==> src/rtl/hazard_pkg.sv <==
// Shared definitions for the pipeline hazard controller: FSM states,
// forward-select codes and the result-source encoding for loads.
package hazard_pkg;

    localparam int REG_AW = 5;

    typedef enum logic {
        ST_RUN      = 1'b0,
        ST_MDU_BUSY = 1'b1
    } hz_state_t;

    localparam logic [1:0] FWD_RF = 2'b00;
    localparam logic [1:0] FWD_W  = 2'b01;
    localparam logic [1:0] FWD_M  = 2'b10;

    localparam logic [1:0] RES_SRC_LOAD = 2'b01;

    // x0 is hardwired to zero, so a write to it never produces a dependency.
    function automatic logic reg_match(input logic [REG_AW-1:0] rd,
                                       input logic [REG_AW-1:0] rs);
        return (rd != '0) && (rd == rs);
    endfunction

endpackage

==> src/rtl/hazard_fwd_unit.sv <==
// Operand forwarding select for one E-stage source register.
// The M stage has priority because it holds the younger result.
module hazard_fwd_unit
    import hazard_pkg::*;
(
    input  logic [REG_AW-1:0] rs_e,
    input  logic [REG_AW-1:0] rd_m,
    input  logic [REG_AW-1:0] rd_w,
    input  logic              reg_write_m,
    input  logic              reg_write_w,
    output logic [1:0]        fwd_sel
);

    always_comb begin
        fwd_sel = FWD_RF;
        if (reg_write_m && reg_match(rd_m, rs_e)) begin
            fwd_sel = FWD_M;
        end else if (reg_write_w && reg_match(rd_w, rs_e)) begin
            fwd_sel = FWD_W;
        end
    end

endmodule

==> src/rtl/hazard_ctrl.sv <==
// Pipeline hazard controller: forwarding, load-use stalls, branch flushes,
// multi-cycle MDU stall with timeout, and a saturating stall counter.
module hazard_ctrl
    import hazard_pkg::*;
#(
    parameter int MDU_TIMEOUT = 64,
    parameter int CNT_W       = 32
) (
    input  logic              clk,
    input  logic              rst,
    input  logic [4:0]        rs1_d,
    input  logic [4:0]        rs2_d,
    input  logic [4:0]        rs1_e,
    input  logic [4:0]        rs2_e,
    input  logic [4:0]        rd_e,
    input  logic [1:0]        res_src_e,
    input  logic [4:0]        rd_m,
    input  logic [4:0]        rd_w,
    input  logic              reg_write_m,
    input  logic              reg_write_w,
    input  logic              pc_src_e,
    input  logic              mdu_start_e,
    input  logic              mdu_done,
    output logic [1:0]        forward_a_e,
    output logic [1:0]        forward_b_e,
    output logic              stall_f,
    output logic              stall_d,
    output logic              stall_e,
    output logic              flush_d,
    output logic              flush_e,
    output logic              flush_m,
    output logic              mdu_err,
    output logic [CNT_W-1:0]  stall_cnt
);

    localparam int BW = (MDU_TIMEOUT > 1) ? $clog2(MDU_TIMEOUT) : 1;
    localparam logic [BW-1:0] BUSY_LAST = BW'(MDU_TIMEOUT - 1);

    hz_state_t     state, state_nxt;
    logic [BW-1:0] busy_cnt, busy_cnt_nxt;
    logic          err_set;
    logic          lu;
    logic [1:0]    fwd_a, fwd_b;

    hazard_fwd_unit u_fwd_a (
        .rs_e        (rs1_e),
        .rd_m        (rd_m),
        .rd_w        (rd_w),
        .reg_write_m (reg_write_m),
        .reg_write_w (reg_write_w),
        .fwd_sel     (fwd_a)
    );

    hazard_fwd_unit u_fwd_b (
        .rs_e        (rs2_e),
        .rd_m        (rd_m),
        .rd_w        (rd_w),
        .reg_write_m (reg_write_m),
        .reg_write_w (reg_write_w),
        .fwd_sel     (fwd_b)
    );

    assign forward_a_e = rst ? FWD_RF : fwd_a;
    assign forward_b_e = rst ? FWD_RF : fwd_b;

    assign lu = (res_src_e == RES_SRC_LOAD) &&
                (reg_match(rd_e, rs1_d) || reg_match(rd_e, rs2_d));

    always_ff @(posedge clk) begin
        if (rst) begin
            state    <= ST_RUN;
            busy_cnt <= '0;
            mdu_err  <= 1'b0;
        end else begin
            state    <= state_nxt;
            busy_cnt <= busy_cnt_nxt;
            if (err_set) begin
                mdu_err <= 1'b1;
            end
        end
    end

    // Branch beats MDU start beats load-use; while the MDU is busy the whole
    // front end is frozen, so branches and load-use in E are simply held.
    always_comb begin
        state_nxt    = state;
        busy_cnt_nxt = busy_cnt;
        err_set      = 1'b0;
        stall_f      = 1'b0;
        stall_d      = 1'b0;
        stall_e      = 1'b0;
        flush_d      = 1'b0;
        flush_e      = 1'b0;
        flush_m      = 1'b0;
        if (rst) begin
            flush_d = 1'b1;
            flush_e = 1'b1;
            flush_m = 1'b1;
        end else begin
            case (state)
                ST_RUN: begin
                    if (pc_src_e) begin
                        flush_d = 1'b1;
                        flush_e = 1'b1;
                    end else if (mdu_start_e) begin
                        stall_f      = 1'b1;
                        stall_d      = 1'b1;
                        stall_e      = 1'b1;
                        flush_m      = 1'b1;
                        busy_cnt_nxt = '0;
                        state_nxt    = ST_MDU_BUSY;
                    end else if (lu) begin
                        stall_f = 1'b1;
                        stall_d = 1'b1;
                        flush_e = 1'b1;
                    end
                end
                ST_MDU_BUSY: begin
                    if (mdu_done) begin
                        state_nxt = ST_RUN;
                    end else if (busy_cnt == BUSY_LAST) begin
                        err_set   = 1'b1;
                        state_nxt = ST_RUN;
                    end else begin
                        stall_f      = 1'b1;
                        stall_d      = 1'b1;
                        stall_e      = 1'b1;
                        flush_m      = 1'b1;
                        busy_cnt_nxt = busy_cnt + 1'b1;
                    end
                end
                default: state_nxt = ST_RUN;
            endcase
        end
    end

    always_ff @(posedge clk) begin
        if (rst) begin
            stall_cnt <= '0;
        end else if (stall_f && (stall_cnt != '1)) begin
            stall_cnt <= stall_cnt + CNT_W'(1);
        end
    end

endmodule

==> config.mk <==
export PLATFORM = sky130hd
export DESIGN_NAME = hazard_ctrl
export DESIGN_NICKNAME = d
export VERILOG_FILES = /design/src/rtl/hazard_pkg.sv /design/src/rtl/hazard_fwd_unit.sv /design/src/rtl/hazard_ctrl.sv
export SDC_FILE = /design/constraint.sdc
export NUM_CORES = 1
export LEC_CHECK = 0
export CELL_PAD_IN_SITES_DETAIL_PLACEMENT = 0
export CELL_PAD_IN_SITES_GLOBAL_PLACEMENT = 1
export CORE_MARGIN = 3
export CORE_UTILIZATION = 31
export DETAILED_ROUTE_END_ITERATION = 8
export GPL_TIMING_DRIVEN = 0
export PLACE_DENSITY = 0.79
export SLEW_MARGIN = 10
export SYNTH_ARGS = -nofsm -noshare
export SYNTH_HDL_FRONTEND = slang
export SYNTH_SLANG_ARGS = --single-unit
==> constraint.sdc <==
create_clock -name clk -period 5.2 [get_ports clk]
set_input_delay 0.78 -clock clk [delete_from_list [all_inputs] [get_ports clk]]
set_output_delay 0.78 -clock clk [all_outputs]
set_load 0.01 [all_outputs]
### After elaboration in Yosys (flattened, before gate mapping)

Cells that the tools add are included.

* add/subtract/negate cells: 2
* multipliers: 0
* div/mod/pow operators: 0
* $lt $le $gt $ge: 0
* eq/ne operators: 13
* shift-type cells: 0
* mux-type cells: 34
* bitwise gates (word level): 1
* reductions and logical operators: 17

Operator list (count)
* $add A32 B1 Y32 const B: 1
* $ne A32 B32 Y1 const B: 1
* $eq A5 B5 Y1: 6
* $mux W6: 4
* $mux W1: 23
* $reduce_bool A5 Y1: 3
* $logic_and A1 B1 Y1: 12
* $pmux W6 S2: 1
* $mux W2: 4
* $ne A2 B2 Y1 const B: 4
* $add A6 B1 Y6 const B: 1
* $eq A6 B6 Y1 const B: 1
* $pmux W1 S2: 2
* $reduce_and A4 Y1: 1
* $eq A2 B1 Y1 const B: 1
* $logic_or A1 B1 Y1: 1
* $not A1 Y1: 1

* flip-flop bits (word level): 40
* bits in latches: 0
* bits in writable memories: 0
* memory bits (read-only): 0
* input bits: 44
* output and inout bits: 43
* logic and storage cells: 71
* memories: 0

### Logic depth before layout (Yosys ltp)

* depth after elaboration: 10
* mapped depth: 9

### Hierarchy

From an unflattened synthesis, not the netlist that was laid out.

* cells, all modules: 320
* area, all modules: 2597.5 µm²

By module, submodules not included
* hazard_ctrl: times used 1, cells an instance 280, area an instance 2294.7 µm², sequential area each 800.8 µm²
* hazard_fwd_unit: times used 2, cells an instance 20, area an instance 151.4 µm², sequential area each 0.0 µm²

### Worst setup path before layout

Ideal clock, no wire load.

* path type: input to output
* start: in rd_m[0]
* end: out forward_a_e[0]
* data arrival time: 2143 ps
* setup slack: 2277 ps
* cell stages on the path: 4
* path buffers: 0
* cells stage by stage: or4_1 > o21ai_0 > nor3_1 > nor4_1

* cells in the longest elaborated chain, start to end: 5
* elaborated cells on any way between the ends: 6
* classes of those cells: eq/ne (1); mux (2); reduce/logical (3)

Ends and longest elaborated chain
* start: declaration: RTL line hazard_ctrl.sv:17 `input logic [4:0] rd_m,`
* $eq A5 B5 Y1 or $reduce_bool A5 Y1 (tied branches): RTL line hazard_pkg.sv:21 `return (rd != '0) && (rd == rs);`
* $logic_and A1 B1 Y1 *: RTL line hazard_pkg.sv:21
* $logic_and A1 B1 Y1 *: RTL line hazard_fwd_unit.sv:16 `if (reg_write_m && reg_match(rd_m, rs_e)) begin`
* $mux W2 *: RTL line hazard_fwd_unit.sv:16
* $mux W2 *: RTL line hazard_ctrl.sv:63 `assign forward_a_e = rst ? FWD_RF : fwd_a;`
* end: declaration: RTL line hazard_ctrl.sv:24 `output logic [1:0] forward_a_e,`

Mark *: on every way between the ends. The rest lies on a longest branch, timed or not.

### Worst setup path in the final report

* start: in mdu_done
* end: out stall_f

* cells in the longest elaborated chain, start to end: 3

Ends and longest elaborated chain
* start: declaration: RTL line hazard_ctrl.sv:23 `input logic mdu_done,`
* $mux W1: RTL line hazard_ctrl.sv:119 `if (mdu_done) begin`
* $pmux W1 S2: RTL line hazard_ctrl.sv:100 `case (state)`
* $mux W1: RTL line hazard_ctrl.sv:95 `if (rst) begin`
* end: declaration: RTL line hazard_ctrl.sv:26 `output logic stall_f,`

Every way passes these cells.

==> impl_metrics.ini <==
[status]
status = completed

[timing]
clock.fmax_mhz = 250
finalCriticalPeriod_ns = 4.00
finalSetupTns_ns = 0
worst_slack_ns = 1.20
fin_worst_skew_ns = 0.00716
fin_crit_sh = 0.770
rsz0062_at_grt = false
max_slew_margin = 0.635
tightest_slew_ns = 0.547
hold_viol = 0
setup_violations = 0
drv_slew = 0

[yosys]
synth_ff_type = dfxtp_1
post-synth-top-count-cell = dfxtp_1
yosysTopAreaCell = dfxtp_1
ys_async_sr_fraction = 0
syn_inst = 304
yosys-top-cells-count = 40 x dfxtp_1, 25 x a21oi_1, 24 x nand3_1, 21 x xnor2_1, 18 x o21ai_0
syn_nets = 350
synth-edff-count = 0
yosysWarnings = 0
syn_area_per_cell_um2 = 8.26
yosys.area.top_type_share = 0.319
yosys-top-cells-area = dfxtp_1 32%, xnor2_1 7.3%, a21oi_1 5.0%
netlist_area_mm2 = 0.00251
synth_sequential_area_ratio = 0.319
ys_types = 54
ys_seq_elements = 40

[setup_path]
cp.arrival_ns = 3.22
crit_type = in -> out
crit_path_top_delay_cell = clkdlybuf4s50_1
crit_buf_inv = 4
max_stage_delay_ns = 0.49
start_kind = input port
required_ns = 4.42
reg2reg_depth = 8
crit_chain = clkdlybuf4s50_1 > and2b_4 > a221oi_2 > nor2_2 > a31oi_4 > inv_2 > buf_4 > clkdlybuf4s50_1
cp_top_family = buffers and inverters
crit_top_cell = clkdlybuf4s50_1
cp_max_fo = 8
ff2ff_setup_slack_ns = 2.72
rr_startpoint = busy_cnt[0]
reg2reg_to = stall_cnt[14]
cp-end-kind = primary output

[min_path]
hp-start = mdu_err
hold_depth = 2
min_path_type = reg -> reg
min_to = mdu_err

[pwr]
p_leak_uw = 0.00116
p_per_area_mw_per_mm2 = 181
ir_drop_mv = 0.0969

[floorplan]
initial_core_util = 0.322
die-height_um = 96.0
die-area_mm2 = 0.00922
fp-row-count = 32
pin_count = 87
coreArea_mm2 = 0.00781
die_x_um = 96.0

[grt]
overflow = 0
grt_pass1_vias = 2543
antenna_found_initial = 0
grt_max_degree = 12
grt_util_all_layers = 0.170
grt_pass1_wl_um = 12300

[flow_run]
maxCapViolations = 0

[route]
post_drt_via_cell_ratio = 5.26
dr.pass1.iters = 4
antenna_left = 0
drt_iter0_markers = 80
drt_wl_total_um = 7450
drc = 0
wl_per_cell_um = 14.9
vias = 2628

[placed_design]
place.port_buffers = 86
place_worst_setup_slack_ns = 1.18
dp_hpwl_um = 5700
place_congestion = 0.768

[clock_network]
cts-root-buf = clkbuf_8
post-cts-setup-buffers = 0
clk_pin_slew_ns = 0.08
cts-buffers-inserted = 5
cts_resized = 0
clockBufferDepth = 2
cts_hold_buf = 0
cts_tree = built
numClockSinks = 40
cts_max_level = 2
clock_latency_ns = 0.29

[final_layout]
fin_nets = 443
diodes = 0
drive_gt1_frac = 0.0779
final_util = 0.460
n_fill_cell = 790
area_growth_syn_to_layout_pct = 42.9
## layer usage
layer	GRT usage	vias to the layer above	wire length, um
met3	0.0391	7	410
li1	-	1326	-
met5	0	-	0
met2	0.287	66	3600
met1	0.220	1229	3370
met4	0.0355	0	70
## worst reg2reg max path, stage by stage (launching register included)
cell      delay (ns)
dfxtp_1         0.39
ha_1            0.21
nand3_1         0.17
a221oi_2        0.50
nor2_2          0.12
a31oi_4         0.34
inv_2           0.17
and3_1          0.19
mux2_4          0.29
## state kept, by name, summed over array words and instances (netlist names)
register,flops
stall_cnt,32
mdu_err,1
busy_cnt,6
state,1
## through the flow
stage / hold slack (ns) / std cells / power, uW / instance area (um^2)
floorplan: 0.468 / 304 / 373 / 2510
global placement: 0.478 / 492 / 437 / 3500
detailed placement: 0.457 / 492 / 439 / 3500
CTS: 0.496 / 500 / 653 / 3590
global route: 0.527 / 500 / 679 / 3590
finish: 0.484 / 500 / 651 / 3590
## final cells by class
| class | instances | area, um^2 | share of cell area |
|---|---|---|---|
| multi-input combinational | 245 | 1620 | 0.450 |
| timing repair buffer | 86 | 861 | 0.240 |
| sequential | 40 | 801 | 0.223 |
| tap | 102 | 128 | 0.0355 |
| clock buffer | 8 | 90.1 | 0.0251 |
| buffer | 13 | 72.6 | 0.0202 |
| inverter | 6 | 22.5 | 0.00627 |
## power by group
part	switching, uW	total (uW)	internal (uW)
clock	111	220	108
combinational	56.1	120	63.9
sequential	3.11	311	308
total	170	651	480
## how the worst max path moves through the flow
stage | start | endpoint | slack, ns | depth (start not counted)
floorplan | rd_m[0] | forward_a_e[0] | 2.28 | 4
global placement | rd_m[0] | forward_b_e[0] | 1.24 | 6
detailed placement | mdu_done | stall_f | 1.18 | 8
CTS | mdu_done | stall_f | 1.17 | 8
global route | rd_m[0] | forward_b_e[0] | 1.02 | 6
finish | mdu_done | stall_f | 1.20 | 8
## logic make-up after synthesis
| logic type | share of synthesized area |
|---|---|
| adder cells (fa/ha/maj) | 0.00996 |
| flip-flops | 0.319 |
| XOR/XNOR | 0.112 |
| AO/OA/AOI/OAI | 0.168 |
| multiplexers | 0.0364 |
| buffers and inverters | 0.0378 |
| AND/OR/NAND/NOR | 0.318 |
## cell usage in the layout (no fill, tap or decap), drive strengths merged, types with 2 or more instances in the layout
cell	n
clkbuf	14
or4	13
a21oi	25
nor4	11
a31oi	3
o21a	3
o31ai	5
nor4b	2
clkdlybuf4s50	86
nor3	6
dfxtp	40
mux2i	2
o21ai	18
nand3	25
mux2	6
nand2	16
nor2b	6
ha	2
o41ai	2
o311ai	3
and3	5
inv	5
buf	7
nand4	9
nor2	19
xor2	11
or3	14
o31a	2
and4	4
xnor2	21
Power figures use the tool's default switching activity.
==> edit 1: new RTL, same flow settings <==
Reset style: asynchronous (`rst`), changed in 2 clocked blocks.
--- a/src/rtl/hazard_ctrl.sv
+++ b/src/rtl/hazard_ctrl.sv
@@ -68,3 +68,3 @@
 
-    always_ff @(posedge clk) begin
+    always_ff @(posedge clk or posedge rst) begin
         if (rst) begin
@@ -136,3 +136,3 @@
 
-    always_ff @(posedge clk) begin
+    always_ff @(posedge clk or posedge rst) begin
         if (rst) begin
Function: differs if rst is asserted again (counterexample within 4 cycles, from zero or initial values and one cycle with rst high); with rst held inactive, the same outputs for 10 cycles.
==> edit 1 against the unedited design <==
Setup slack improved by 0.0098 ns. Global-route usage decreased by 3.0 points. Hold slack gained 0.0017 ns. Utilization rose by 0.90 points. Die area grew 1.6%. Synthesized area grew 1.7%. Total power increased by 37%. Sequential power up 24%. Sequential share of layout area rose by 4.9 points. Maximum frequency is 0.25% higher. Clock power increased by 25%. Largest cell class unchanged. Cell area grew 2.5%. Routed wire length fell by 13%. Sequential cell count unchanged.
==> edit 1: results (changes against the unedited design) <==
[setup_path]
rr_endpoint = stall_cnt[26]  ; was stall_cnt[14]
reg2reg_from = busy_cnt[0]  ; unchanged
max_stage_delay_ns = 0.61  ; was 0.49 ns
cp_max_fo = 4  ; was 8
rrSetupSlack_ns = 3.08  ; was 2.72 ns
crit_start = rd_m[0]  ; was mdu_done

[global_route]
grt_usage = 0.140  ; was 0.170
grt_start_max_net_pins = 33  ; was 12
grt_pass1_wl_mm = 11.0  ; was 12.3 mm
grt_use_met1 = 0.187  ; was 0.220
use_met2 = 0.237  ; was 0.287
met3_usage = 0.0195  ; was 0.0391

[outcome]
outcome = completed  ; unchanged

[synth]
ys_async_sr_fraction = 1.00  ; was 0
synth_commonest_cells = xnor2_1, dfrtp_1, nand2_1  ; was dfxtp_1, a21oi_1, nand3_1
synth.distinct_cells = 44  ; was 54
ys_seq_area_frac = 0.392  ; was 0.319
ys.flop_type = dfrtp_1  ; was dfxtp_1
syn-num-nets = 308  ; was 350
ys_top_cells_by_area = dfrtp_1, xnor2_1, nand4_1  ; was dfxtp_1, xnor2_1, a21oi_1

[final_layout]
sh_seq_area = 0.272  ; was 0.223
signal_buffers = 95  ; was 99
finalNetCount = 401  ; was 443
layout.nonclk_buf_frac = 0.254  ; was 0.260
multi_input_gates = 205  ; was 245
fillers = 757  ; was 790
final_layout_size_suffix_gt1_frac = 0.0955  ; was 0.0779

[routing]
drt_pre_antenna_iters = 6  ; was 4
wl_met3_um = 306  ; was 410 um
vias_per_cell = 4.93  ; was 5.26
met1_length_mm = 2.82  ; was 3.37 mm
wl_met2_mm = 3.27  ; was 3.60 mm
drt_iter0_markers = 126  ; was 80

[sta]
skew_ns = 0.0102  ; was 0.00716 ns
fin_hold_ws_ns = 0.485  ; was 0.484 ns
maxSlewHeadroom = 0.713  ; was 0.635

[worst_hold_path]
min_to = mdu_err  ; unchanged
min_path_cells = 1  ; was 2

[power_and_ir_drop]
ir_worst_vdd_uv = 99.6  ; was 96.9 uV

[place]
io_buffers = 85  ; was 86
place_hpwl_mm = 5.16  ; was 5.70 mm
gp_congestion = 0.818  ; was 0.768

==> edit 1: through the flow <==
step                instances   util  cell area, um^2  setup WS (ns)  power (mW)
floorplan                 262      -             2550           1.43       0.502
global placement          449  0.450             3530          0.493       0.618
detailed placement        450  0.453             3550           1.20       0.626
CTS                       458  0.469             3680           1.20       0.904
global route              458  0.469             3680           1.07       0.944
finish                    458  0.469             3680           1.21       0.891
==> edit 1: logic make-up after synthesis <==
kind of cell    share of synthesized area
simple gates                        0.289
xor+xnor                            0.209
flops                               0.392
compound gates                     0.0519
buf+inv                            0.0362
mux                                0.0122
fa+ha+maj                         0.00979
==> edit 1: power breakdown <==
group	internal (mW)	switching (mW)
combinational	0.128	0.105
clock	0.169	0.105
sequential	0.341	0.0439
==> edit 1: worst register-to-register path, stage by stage, from the launching register on <==
cell	delay, ns
dfrtp_1	0.41
ha_1	0.24
nand3_1	0.17
o21ai_2	0.11
a21oi_4	0.29
a41o_1	0.24
buf_2	0.26
nand4_1	0.14
xnor2_1	0.15
==> edit 2: new RTL, same flow settings <==
Made on the original files. `CNT_W`: 32 -> 48.
--- a/src/rtl/hazard_ctrl.sv
+++ b/src/rtl/hazard_ctrl.sv
@@ -6,3 +6,3 @@
     parameter int MDU_TIMEOUT = 64,
-    parameter int CNT_W       = 32
+    parameter int CNT_W       = 48
 ) (
Ports: changed (resized stall_cnt); port bits go from 87 to 103. The function was not compared with the original's and may differ.
==> edit 2 against the unedited design <==
Sequential cell count grew 16. Register-to-register slack lost 0.76 ns. Setup slack lost 0.17 ns. Cell area grew 30%. Total power grew 22%. Combinational power shrank 7%. Count of clock-buffer cells in the layout is the same. Synthesized area grew 35%. Routed wire length grew 44%. Die area grew 33%.
==> edit 2: results (changes against the unedited design) <==
[final_layout]
antennaDiodeCount = 0  ; unchanged
finalNetCount = 568  ; was 443
fillers = 1055  ; was 790
reg.largest.list = stall_cnt (48), busy_cnt (6)  ; was stall_cnt (32), busy_cnt (6)
final_layout_size_suffix_gt1_frac = 0.0593  ; was 0.0779

[routing]
met1_length_mm = 4.68  ; was 3.37 mm
wl_mm = 10.8  ; was 7.45 mm
routed-via-count = 3717  ; was 2628
top_layer = met4  ; unchanged
drt_pre_antenna_iters = 4  ; unchanged
wl_met3_um = 828  ; was 410 um
drt_iter0_markers = 164  ; was 80
wl_met2_mm = 5.13  ; was 3.60 mm

[synth]
ys.flop_type = dfxtp_1  ; unchanged
synth_warnings = 0  ; unchanged
synth.distinct_cells = 51  ; was 54
ys_async_sr_fraction = 0  ; unchanged
syn-num-nets = 460  ; was 350
ys_top_cells_by_area = dfxtp_1, or4_1, o31ai_1  ; was dfxtp_1, xnor2_1, a21oi_1
ys_seq_area_frac = 0.330  ; was 0.319
synth_commonest_cells = dfxtp_1, a21oi_1, or4_1  ; was dfxtp_1, a21oi_1, nand3_1

[clock_network]
clk_latency_ns = 0.32  ; was 0.29 ns
cts-htree-levels = 2  ; unchanged
cts.root.buffer_cell = clkbuf_8  ; unchanged
cts_setup_buffers = 0  ; unchanged
cts-resized-gates = 0  ; unchanged
cts_inserted_buffers = 5  ; unchanged
clkTransAtPathRegs_ns = 0.09
cts_buffer_depth = 2  ; unchanged

[global_route]
met3_usage = 0.0444  ; was 0.0391
use_met2 = 0.287  ; about the same
grt_start_max_net_pins = 16  ; was 12
grt_usage = 0.168  ; was 0.170
antenna_found_initial = 0  ; unchanged
grt_pass1_wl_mm = 17.4  ; was 12.3 mm
grt_use_met1 = 0.210  ; was 0.220
grt_pass1_vias = 3570  ; was 2543

[place]
gp_congestion = 0.816  ; was 0.768
io_buffers = 101  ; was 86
dp_slack_ns = 1.00  ; was 1.18 ns
place_hpwl_mm = 8.18  ; was 5.70 mm
placed_area_um2 = 4580  ; was 3500 um^2

[sta]
tightest_slew_ns = 0.834  ; was 0.547 ns
skew_ns = 0.0113  ; was 0.00716 ns

[power_and_ir_drop]
ir_worst_vdd_uv = 105  ; was 96.9 uV
p_leak_nw = 1.43  ; was 1.16 nW

[worst_hold_path]
hold_path_class = reg2reg  ; unchanged

[setup_path]
critical_path_arrival_ns = 3.39  ; was 3.22 ns
max_stage_delay_ns = 0.54  ; was 0.49 ns
cp_max_fo = 10  ; was 8
crit_family = buffers and inverters  ; unchanged
critical-path-slowest-cell = or4_1  ; was clkdlybuf4s50_1

[outcome]
outcome = completed  ; unchanged

[edit 2: metrics by stage]
step	util	power, mW	cells	hold slack, ns
2_1_floorplan	-	0.490	414	0.469
6_report	0.444	0.795	659	0.483
4_1_cts	0.444	0.803	659	0.493
3_5_place_dp	0.435	0.555	651	0.470
3_3_place_gp	0.435	0.554	651	0.462
5_1_grt	0.444	0.828	659	0.530
[edit 2: cells by family after synthesis]
kind of cell	share of synthesized area
AND/OR/NAND/NOR	0.311
AO/OA/AOI/OAI	0.216
flip-flops	0.330
buffers and inverters	0.0490
XOR/XNOR	0.0826
adder cells (fa/ha/maj)	0.00737
multiplexers	0.00295
[edit 2: report_power, final]
group          switching [mW]  leakage [nW]  internal [mW]
Sequential            0.00199         0.451          0.430
Clock                   0.142        0.0455          0.109
Combinational          0.0555         0.935         0.0564
[edit 2: layout make-up]
class,instances,share of cell area
multi-input cells,321,0.452
flip-flops and latches,56,0.240
repair buffers,101,0.217
well taps,136,0.0365
plain buffers,29,0.0292
clock buffers,8,0.0193
inverters,8,0.00644
[edit 2: final timing paths]
| path | from | endpoint | slack [ns] | depth (start not counted) |
|---|---|---|---|---|
| setup / recovery | rd_e[1] | stall_f | 1.03 | 9 |
| hold / removal | mdu_err | mdu_err | 0.48 | 2 |
| setup reg to reg | stall_cnt[0] | stall_cnt[0] | 1.96 | 9 |
| hold reg to reg | mdu_err | mdu_err | 0.48 | 2 |
[edit 2: worst min-delay path, cell delays in order (launching register included)]
cell     delay [ns]
dfxtp_1        0.34
a21oi_1        0.04
nor2_1         0.07
